File: src/rtl/multicycle_pkg.sv
// ============================================================================
// Module  : multicycle_pkg
// Brief   : Shared types for the RV64I multi-cycle controller and decoder.
// Rev     : 1.0  initial release
// ============================================================================
`default_nettype none

package multicycle_pkg;

  typedef enum logic [2:0] {
    ST_FETCH  = 3'd0,
    ST_DECODE = 3'd1,
    ST_EXEC   = 3'd2,
    ST_MEM    = 3'd3,
    ST_WB     = 3'd4,
    ST_HALT   = 3'd5
  } state_t;

  localparam logic [6:0] OPC_OP        = 7'b0110011;
  localparam logic [6:0] OPC_OP_IMM    = 7'b0010011;
  localparam logic [6:0] OPC_OP_32     = 7'b0111011;
  localparam logic [6:0] OPC_OP_IMM_32 = 7'b0011011;
  localparam logic [6:0] OPC_LOAD      = 7'b0000011;
  localparam logic [6:0] OPC_STORE     = 7'b0100011;
  localparam logic [6:0] OPC_BRANCH    = 7'b1100011;
  localparam logic [6:0] OPC_JAL       = 7'b1101111;
  localparam logic [6:0] OPC_JALR      = 7'b1100111;
  localparam logic [6:0] OPC_LUI       = 7'b0110111;
  localparam logic [6:0] OPC_AUIPC     = 7'b0010111;

  typedef enum logic [1:0] {
    PC_PLUS4   = 2'd0,
    PC_IMM     = 2'd1,
    PC_RS1_IMM = 2'd2
  } pc_sel_t;

  typedef enum logic [1:0] {
    WB_ALU = 2'd0,
    WB_MEM = 2'd1,
    WB_PC4 = 2'd2,
    WB_IMM = 2'd3
  } wb_sel_t;

  typedef enum logic [3:0] {
    CL_OP       = 4'd0,
    CL_OP_IMM   = 4'd1,
    CL_OP_32    = 4'd2,
    CL_OP_IMM32 = 4'd3,
    CL_LOAD     = 4'd4,
    CL_STORE    = 4'd5,
    CL_BRANCH   = 4'd6,
    CL_JAL      = 4'd7,
    CL_JALR     = 4'd8,
    CL_LUI      = 4'd9,
    CL_AUIPC    = 4'd10,
    CL_ILLEGAL  = 4'd11
  } iclass_t;

  // Register-register and branch classes feed rs2 into the ALU; all others use the immediate.
  function automatic logic uses_imm(input iclass_t c);
    case (c)
      CL_OP, CL_OP_32, CL_BRANCH, CL_ILLEGAL: uses_imm = 1'b0;
      default:                                uses_imm = 1'b1;
    endcase
  endfunction

endpackage

`default_nettype wire

File: src/rtl/multicycle_ctrl_opcode_decoder.sv
// ============================================================================
// Module  : opcode_decoder
// Brief   : Combinational RV64I major-opcode classifier (class + legal bit).
// Rev     : 1.0  initial release
// ============================================================================
`default_nettype none

module opcode_decoder
  import multicycle_pkg::*;
(
  input  logic [6:0] opcode,
  output iclass_t    iclass,
  output logic       legal
);

  always_comb begin
    iclass = CL_ILLEGAL;
    legal  = 1'b1;
    case (opcode)
      OPC_OP:        iclass = CL_OP;
      OPC_OP_IMM:    iclass = CL_OP_IMM;
      OPC_OP_32:     iclass = CL_OP_32;
      OPC_OP_IMM_32: iclass = CL_OP_IMM32;
      OPC_LOAD:      iclass = CL_LOAD;
      OPC_STORE:     iclass = CL_STORE;
      OPC_BRANCH:    iclass = CL_BRANCH;
      OPC_JAL:       iclass = CL_JAL;
      OPC_JALR:      iclass = CL_JALR;
      OPC_LUI:       iclass = CL_LUI;
      OPC_AUIPC:     iclass = CL_AUIPC;
      default:       legal  = 1'b0;
    endcase
  end

endmodule

`default_nettype wire

File: src/rtl/multicycle_ctrl.sv
// ============================================================================
// Module  : multicycle_ctrl
// Brief   : Multi-cycle FETCH/DECODE/EXEC/MEM/WB sequencer with memory timeout.
//           MULTICYCLE_ILLEGAL_TRAP_EN: illegal opcodes halt and set illegal_instr.
// Rev     : 1.0  initial release
// ============================================================================
`default_nettype none

module multicycle_ctrl
  import multicycle_pkg::*;
#(
  parameter int TIMEOUT = 255,
  parameter int CNT_W   = 8
) (
  input  logic        clk,
  input  logic        rst,
  input  logic [31:0] instr,
  input  logic        br_taken,
  input  logic        mem_ready,
  output logic        mem_req,
  output logic        mem_we,
  output logic        ir_we,
  output logic        pc_we,
  output logic [1:0]  pc_sel,
  output logic        alu_a_sel,
  output logic        alu_b_sel,
  output logic        rf_we,
  output logic [1:0]  wb_sel,
`ifdef MULTICYCLE_ILLEGAL_TRAP_EN
  output logic        illegal_instr,
`endif
  output logic        bus_err
);

  state_t           r_state;
  state_t           w_state_nxt;
  logic [CNT_W-1:0] r_cnt;
  logic [CNT_W-1:0] w_cnt_inc;
  logic             r_bus_err;
  logic             w_wait;
  logic             w_timeout;
  iclass_t          w_class;
  logic             w_legal;
  logic             w_unused_bits;

  assign w_unused_bits = ^instr[31:12];
  assign w_cnt_inc     = r_cnt + 1'b1;
  assign bus_err       = r_bus_err;

  opcode_decoder u_dec (
    .opcode (instr[6:0]),
    .iclass (w_class),
    .legal  (w_legal)
  );

  always_comb begin
    w_state_nxt = r_state;
    w_wait      = 1'b0;
    w_timeout   = 1'b0;
    mem_req     = 1'b0;
    mem_we      = 1'b0;
    ir_we       = 1'b0;
    pc_we       = 1'b0;
    pc_sel      = PC_PLUS4;
    alu_a_sel   = 1'b0;
    alu_b_sel   = 1'b0;
    rf_we       = 1'b0;
    wb_sel      = WB_ALU;
    case (r_state)
      ST_FETCH: begin
        mem_req = 1'b1;
        // ir_we is gated so the asynchronous reset window shows clean reset values
        if (mem_ready) begin
          ir_we       = ~rst;
          w_state_nxt = ST_DECODE;
        end else if (w_cnt_inc == CNT_W'(TIMEOUT)) begin
          w_timeout   = 1'b1;
          w_state_nxt = ST_HALT;
        end else begin
          w_wait = 1'b1;
        end
      end
      ST_DECODE: begin
`ifdef MULTICYCLE_ILLEGAL_TRAP_EN
        w_state_nxt = w_legal ? ST_EXEC : ST_HALT;
`else
        w_state_nxt = ST_EXEC;
`endif
      end
      ST_EXEC: begin
        alu_a_sel = (w_class == CL_AUIPC) || (w_class == CL_BRANCH) || (w_class == CL_JAL);
        alu_b_sel = w_legal && uses_imm(w_class);
        if (!w_legal) begin
          pc_we       = 1'b1;
          w_state_nxt = ST_FETCH;
        end else begin
          case (w_class)
            CL_LOAD, CL_STORE: w_state_nxt = ST_MEM;
            CL_BRANCH: begin
              pc_we       = 1'b1;
              pc_sel      = br_taken ? PC_IMM : PC_PLUS4;
              w_state_nxt = ST_FETCH;
            end
            default:           w_state_nxt = ST_WB;
          endcase
        end
      end
      ST_MEM: begin
        mem_req = 1'b1;
        mem_we  = (w_class == CL_STORE);
        if (mem_ready) begin
          if (w_class == CL_STORE) begin
            pc_we       = 1'b1;
            w_state_nxt = ST_FETCH;
          end else begin
            w_state_nxt = ST_WB;
          end
        end else if (w_cnt_inc == CNT_W'(TIMEOUT)) begin
          w_timeout   = 1'b1;
          w_state_nxt = ST_HALT;
        end else begin
          w_wait = 1'b1;
        end
      end
      ST_WB: begin
        rf_we = (instr[11:7] != 5'd0);
        pc_we = 1'b1;
        case (w_class)
          CL_LOAD: wb_sel = WB_MEM;
          CL_JAL: begin
            wb_sel = WB_PC4;
            pc_sel = PC_IMM;
          end
          CL_JALR: begin
            wb_sel = WB_PC4;
            pc_sel = PC_RS1_IMM;
          end
          CL_LUI:  wb_sel = WB_IMM;
          default: wb_sel = WB_ALU;
        endcase
        w_state_nxt = ST_FETCH;
      end
      ST_HALT:  w_state_nxt = ST_HALT;
      default:  w_state_nxt = ST_FETCH;
    endcase
  end

  // Counter only survives a cycle that stays in the same waiting state.
  always_ff @(posedge clk or posedge rst) begin
    if (rst) begin
      r_state   <= ST_FETCH;
      r_cnt     <= '0;
      r_bus_err <= 1'b0;
    end else begin
      r_state <= w_state_nxt;
      r_cnt   <= w_wait ? w_cnt_inc : '0;
      if (w_timeout) begin
        r_bus_err <= 1'b1;
      end
    end
  end

`ifdef MULTICYCLE_ILLEGAL_TRAP_EN
  logic r_illegal;
  assign illegal_instr = r_illegal;

  always_ff @(posedge clk or posedge rst) begin
    if (rst) begin
      r_illegal <= 1'b0;
    end else if (r_state == ST_DECODE && !w_legal) begin
      r_illegal <= 1'b1;
    end
  end
`endif

endmodule

`default_nettype wire

File: config.mk
export PLATFORM = sky130hd
export DESIGN_NAME = multicycle_ctrl
export DESIGN_NICKNAME = d
export VERILOG_FILES = /design/src/rtl/multicycle_pkg.sv /design/src/rtl/multicycle_ctrl_opcode_decoder.sv /design/src/rtl/multicycle_ctrl.sv
export SDC_FILE = /design/constraint.sdc
export NUM_CORES = 1
export LEC_CHECK = 0
export ABC_AREA = 1
export BUFFER_PORTS_ARGS = -buffer_cell sky130_fd_sc_hd__buf_2
export CAP_MARGIN = 0
export CELL_PAD_IN_SITES_DETAIL_PLACEMENT = 2
export CELL_PAD_IN_SITES_GLOBAL_PLACEMENT = 2
export CORE_UTILIZATION = 26
export CTS_BUF_LIST = sky130_fd_sc_hd__clkbuf_2 sky130_fd_sc_hd__clkbuf_4 sky130_fd_sc_hd__clkbuf_8
export DETAILED_ROUTE_END_ITERATION = 10
export PLACE_DENSITY = 0.95
export SLEW_MARGIN = 5
export SYNTH_ARGS = -nofsm -noshare
export SYNTH_HDL_FRONTEND = slang
export SYNTH_HIERARCHICAL = 1
export SYNTH_SLANG_ARGS = --single-unit
export TNS_END_PERCENT = 30
File: constraint.sdc
create_clock -name clk -period 2.4 [get_ports clk]
set_input_delay 0.24 -clock clk [delete_from_list [all_inputs] [get_ports clk]]
set_output_delay 0.24 -clock clk [all_outputs]
set_load 0.05 [all_outputs]
==> out/metrics.yaml, run 1 <==
yosys:
  synthArstFlopShare: 1.00
  synthXorXnorAreaFrac: 0
  synth-compound-area-share: 0.0895
  yosysTopAreaCell: "dfrtp_1"
  synth_top_area_frac: 0.259
  yosys-top-cells-area: "dfrtp_1, nand2_1, nor2_1"
  synthesis.nets: 222
  ys.flop_type: "dfrtp_1"
  synthDistinctLibCells: 27
  yosysWarnings: 6
  syn_avg_cell_area_um2: 6.30
  synth_top_family_by_area: "simple AND/OR/NAND/NOR gates"
  synth.cell_area_um2: 1160
  synthCells: 184
  synth-seq-area-share: 0.259
  synthSimpleGateAreaFrac: 0.533
  ys_ff_latch: 12
  synthMuxAreaShare: 0
  synth_edf_count: 0
  yosys.area_share.adder: 0.0216
power_and_ir_drop:
  powerDensity_nw_per_um2: 707
  leakagePower_nw: 0.775
  combinationalPowerShare: 0.503
  switchingPower_mw: 0.507
  ir_drop_mv: 0.364
  p_seq_frac: 0.277
  sw_frac_of_total: 0.493
  p_int_mw: 0.522
  p_clk_frac: 0.220
  finalPower_mw: 1.03
critical_path:
  r2r-start: "r_cnt[0]"
  startpoint: "instr[3]"
  critical_path_class: "in2out"
  worst_ep_arrival_time_ns: 1.96
  end_kind: "primary output"
  required_ns: 2.16
  crit_path_max_fanout: 6
  rrSetupSlack_ns: 0.67
  reg2reg_depth: 9
  worst_setup_path_start_kind: "input pin"
clock_network:
  cts.sinks: 12
  cts_tree: "done"
  cts_made_buffers: 3
  clk_pin_slew_ns: 0.06
  postCtsSetupRepairBufs: 0
  clock_latency_ns: 0.24
  h-tree-depth: 1
  cts_root_buf: "clkbuf_8"
  clk_path_buf_depth: 2
job:
  max-cap-violations: 0
floorplanning:
  pin_count: 48
  initial_core_util: 0.280
  placementRows: 23
  die-height_um: 68.8
  die_x_um: 68.8
  core_area_um2: 4140
  die_area_um2: 4730
final_layout:
  final_layout_size_suffix_gt1_frac: 0.312
  n_fill_cell: 525
  area_growth_pct: 25.6
  nets: 257
  n_antenna_cell: 0
  finalNonFillerCells: 268
  fin_area_um2: 1460
drt:
  drc_errors: 0
  vias: 1299
  wl_per_cell_um: 14.2
  ant_nets: 0
  viasPerCell: 4.85
  first_pass_iters: 4
  drt_iter0_drc: 17
  wirelength_mm: 3.80
timing:
  period_share: 0.919
  drv_slew: 0
  slew_headroom: 0.665
  fmax_mhz: 454
  setup_violations: 0
  worst_slew_pin_slew_ns: 0.502
  finClkSkew_ns: 0.00254
  fin_crit_ns: 2.20
  hold_viol_final: 0
placement:
  hpwl_mm: 2.98
  place_inst: 264
  io_buffers: 27
  globalplace.congestion: 0.799
  placed_area_um2: 1390
global_routing:
  grt_pass1_vias: 1344
  met1_usage: 0.187
  overflow: 0
  grtUsageMet3: 0.0164
  top_usage_layer: "met2"
  grt.total_usage: 0.173
  grt_pass1_wl_mm: 6.04
  use_met2: 0.349
  grt_max_degree: 13
  grt_antenna_before_repair: 0
outcome:
  status: "completed"
hold_path:
  hold_class: "in2async"
==> power by group through the flow <==
stage	clock (mW)	combinational, mW	sequential [mW]
floorplan	0	0.376	0.273
global placement	0	0.481	0.283
detailed placement	0	0.502	0.286
CTS	0.229	0.518	0.284
global route	0.245	0.561	0.290
finish	0.226	0.518	0.285
==> critical path: stages <==
cell	delay (ns)
buf_2	0.13
inv_1	0.07
nand2_1	0.06
nor2_2	0.18
nand3_2	0.15
nand3_4	0.14
nand2_1	0.08
inv_1	0.09
nand2_1	0.09
inv_1	0.12
nand3_1	0.11
nand2_1	0.10
a21oi_1	0.07
o21ai_0	0.10
buf_4	0.23
==> sequential cells by signal (all words and copies together) (netlist names) <==
register / cells
r_state: 3
r_cnt: 8
bus_err: 1
==> what timing repair did <==
action,in CTS,in global routing
endpoints found under the hold margin,0,0
endpoints found under the setup margin,0,2
hold buffers,0,0
gates resized for setup,0,5
==> cells in the final DEF, fill, tap and decap left out, types with 4 or more instances in the layout <==
| cell type | n |
|---|---|
| inv_1 | 27 |
| nand2_1 | 44 |
| nand4_1 | 6 |
| o21ai_0 | 5 |
| nor2_1 | 29 |
| nor2_2 | 9 |
| dfrtp_1 | 12 |
| clkbuf_8 | 4 |
| buf_4 | 4 |
| nand2_2 | 9 |
| buf_2 | 25 |
| nand3_1 | 14 |
==> final cells by class <==
class | instances | area [µm²] | area share
well taps | 50 | 62.6 | 0.0430
repair buffers | 30 | 163 | 0.112
inverters | 30 | 113 | 0.0773
flip-flops and latches | 12 | 300 | 0.206
clock buffers | 4 | 55.1 | 0.0378
multi-input cells | 142 | 763 | 0.524
==> synthesized netlist by cell type, types with 3 or more instances <==
cell	count
nor3_1	3
nand4_1	6
o21ai_0	5
nor2_1	29
inv_2	3
nor2_2	9
nand2_2	9
inv_1	27
dfrtp_1	12
nand2_1	44
a21oi_1	3
nand3_1	15
==> worst paths after layout <==
kind | to
worst max-delay path | pc_we
worst min-delay path | r_state[1]
worst max register to register | r_cnt[0]
worst min register to register | bus_err
max in group asynchronous | r_cnt[4]
min in group clk | bus_err
==> metal layers <==
metal | wire length (µm) | vias to the layer above | part of all wire
met5 | 0 | - | 0
met3 | 55 | 0 | 0.014
met4 | 0 | 0 | 0
li1 | - | 652 | -
met2 | 2110 | 16 | 0.55
met1 | 1640 | 631 | 0.43
==> cell families (layout without fill, tap and decap cells) <==
kind of cell / count (synthesis) / count (layout)
simple gates: 125 / 125
flops: 12 / 12
fa+ha+maj: 2 / 2
compound gates: 15 / 15
buf+inv: 30 / 64
==> stage by stage <==
step	hold slack, ns	TNS [ns]	util	setup slack [ns]
floorplan	0.105	-0.261	-	-0.104
global placement	0.287	0	0.335	0.221
detailed placement	0.313	0	0.335	0.134
CTS	0.0565	0	0.348	0.121
global route	0.0567	-0.00767	0.351	-0.00767
finish	0.0350	0	0.351	0.195
Power figures use the tool's default switching activity.
==> run 2, diff against run 1 <==
CORE_MARGIN = 2   (was not set)
==> run 2 against run 1 <==
First-iteration DRC count increased by 94%. Sequential share of layout area up 0.11 points. Critical path depth unchanged. Clock-buffer cell count is the same. Die area rose by 5.9%. Routed wire length is 8.3% lower. Via count shrank 0.46%. Combinational power fell by 3%. Maximum frequency up 2.5%. Sequential power about the same. Hold slack worse by 0.011 ns. Highest routed layer is now met4.
==> out/metrics.yaml, run 2 (synthesized netlist as in run 1, its figures left out) <==
clock_network:
  clk_pin_slew_ns: 0.05  # about the same
  cts_root_buf: "clkbuf_8"
  cts.sinks: 12  # unchanged
  cts_hold_buf: 0  # unchanged
  cts_tree: "done"
  clock_latency_ns: 0.24  # about the same
  clk_path_buf_depth: 2  # unchanged
  h-tree-depth: 1  # unchanged
  cts_made_buffers: 3  # unchanged
  postCtsSetupRepairBufs: 0  # unchanged
  cts.repair.resized: 0  # unchanged
critical_path:
  crit_path_max_fanout: 6  # unchanged
  end_kind: "primary output"
  worst_setup_path_start_kind: "input pin"
  critical_path_class: "in2out"
  cp.buffers_inverters: 5  # unchanged
  cpMostUsedCell: "nand2_1"
  crit_chain: "buf_2 -> inv_1 -> nand2_1 -> nand2_1 -> nand2_1 -> nand3_4 -> nand2_1 -> inv_1 -> nand2_1 -> inv_1 -> nand3_1 -> nand2_1 -> nor2_1 -> o311a_1 -> buf_2"
  cpPeakStageDelay_ns: 0.25  # +0.02 ns
  critPathTopFamily: "simple AND/OR/NAND/NOR gates"
  required_ns: 2.16  # about the same
  slowest_stage: "buf_2"
  rrSetupSlack_ns: 0.65  # -0.02 ns
  worst_ep_arrival_time_ns: 1.91  # -0.05 ns
timing:
  period_share: 0.896  # -0.0223
  setup_slack_ns: 0.249  # +0.0534 ns
  setup_violations: 0  # unchanged
  drv_slew: 0  # unchanged
  fin_crit_ns: 2.15  # -0.0534 ns
  slew_headroom: 0.671  # +0.00593
  hold_viol_final: 0  # unchanged
  rsz0062_at_grt: "false"
  worst_slew_pin_slew_ns: 0.493  # -0.00889 ns
  finClkSkew_ns: 0.00191  # -0.000625 ns
  fmax_mhz: 465  # +2.5%
drt:
  ant_nets: 0  # unchanged
  wirelength_mm: 3.49  # -8.3%
  first_pass_iters: 2  # -2
  drt_iter0_drc: 33  # +16
  viasPerCell: 4.81  # -0.83%
  drc_errors: 0  # unchanged
  wl_per_cell_um: 13.0  # -8.6%
  vias: 1293  # -0.46%
placement:
  hpwl_mm: 3.00  # +0.62%
  io_buffers: 27  # unchanged
  globalplace.congestion: 0.801  # +0.20%
  dp_slack_ns: 0.156  # +0.0217 ns
floorplanning:
  die-height_um: 70.8  # +2.9%
  placementRows: 24  # +4.3%
  initial_core_util: 0.268  # -0.0117
  die_x_um: 70.8  # +2.9%
  core_area_um2: 4320  # +4.3%
  die_area_um2: 5010  # +5.9%
  pin_count: 48  # unchanged
power_and_ir_drop:
  leakagePower_nw: 0.772  # -0.46%
  ir_drop_mv: 0.174  # -52%
  powerDensity_nw_per_um2: 693  # -1.9%
final_layout:
  area_growth_pct: 24.9
  largest_reg_flops: 8  # unchanged
  nets: 256  # -0.39%
  n_fill_cell: 556  # +5.9%
  mostFrequentLayoutCells: "nand2_1, nor2_1, inv_1"
  final_util: 0.335  # -0.0164
  final_layout_size_suffix_gt1_frac: 0.309  # -0.00317
  largest_register: "r_cnt"
  final_common_cell: "nand2_1"
  n_antenna_cell: 0  # unchanged
hold_path:
  hold_class: "in2async"
global_routing:
  grt_antenna_before_repair: 0  # unchanged
  grt_max_degree: 13  # unchanged
  overflow: 0  # unchanged
  grt.total_usage: 0.157  # -0.0162
  grt_pass1_wl_mm: 6.41  # +6.1%
  grt_pass1_vias: 1477  # +9.9%
job:
  max-cap-violations: 0  # unchanged
outcome:
  status: "completed"
run 2: cell count changes in the layout (fill, tap and decap cells not counted):
| cell | change |
|---|---|
| clkbuf_4 | -1 |
| buf_4 | -1 |
| buf_2 | +1 |
run 2: path summary, 6_finish.rpt:
kind                            from        end  cells after the start
max in group asynchronous        rst   r_cnt[5]                      2
hold reg to reg              bus_err    bus_err                      1
setup reg to reg            r_cnt[0]   r_cnt[7]                     10
min in group clk           mem_ready    bus_err                      3
hold / removal                   rst    bus_err                      2
setup / recovery            instr[6]  alu_b_sel                     15
run 2: final cells by class:
type                       instances  area (µm²)  area share
multi-input combinational        142         763       0.527
sequential                        12         300       0.207
timing repair buffer              29         153       0.105
inverter                          30         113      0.0777
tap                               52        65.1      0.0449
clock buffer                       4        55.1      0.0380
run 2: through the flow:
stage | TNS, ns | cell area [µm²] | std cells | power (mW) | hold slack, ns
2_1_floorplan | -0.261 | 1170 | 184 | 0.650 | 0.105
3_5_place_dp | 0 | 1380 | 265 | 0.788 | 0.293
4_1_cts | 0 | 1440 | 269 | 1.02 | 0.0331
3_3_place_gp | 0 | 1380 | 265 | 0.761 | 0.279
5_1_grt | 0 | 1450 | 269 | 1.09 | 0.0506
6_report | 0 | 1450 | 269 | 1.00 | 0.0243
run 2: power by group:
part	switching, mW	total, mW	internal [mW]
combinational	0.363	0.500	0.136
sequential	0.0419	0.282	0.240
clock	0.0770	0.222	0.145
run 2: routing by layer:
layer,global-route usage,wire length (µm),vias up
met5,0,0,-
met4,0.0377,33,0
met3,0.0214,69,4
met2,0.319,2060,12
met1,0.166,1320,626
li1,-,-,651
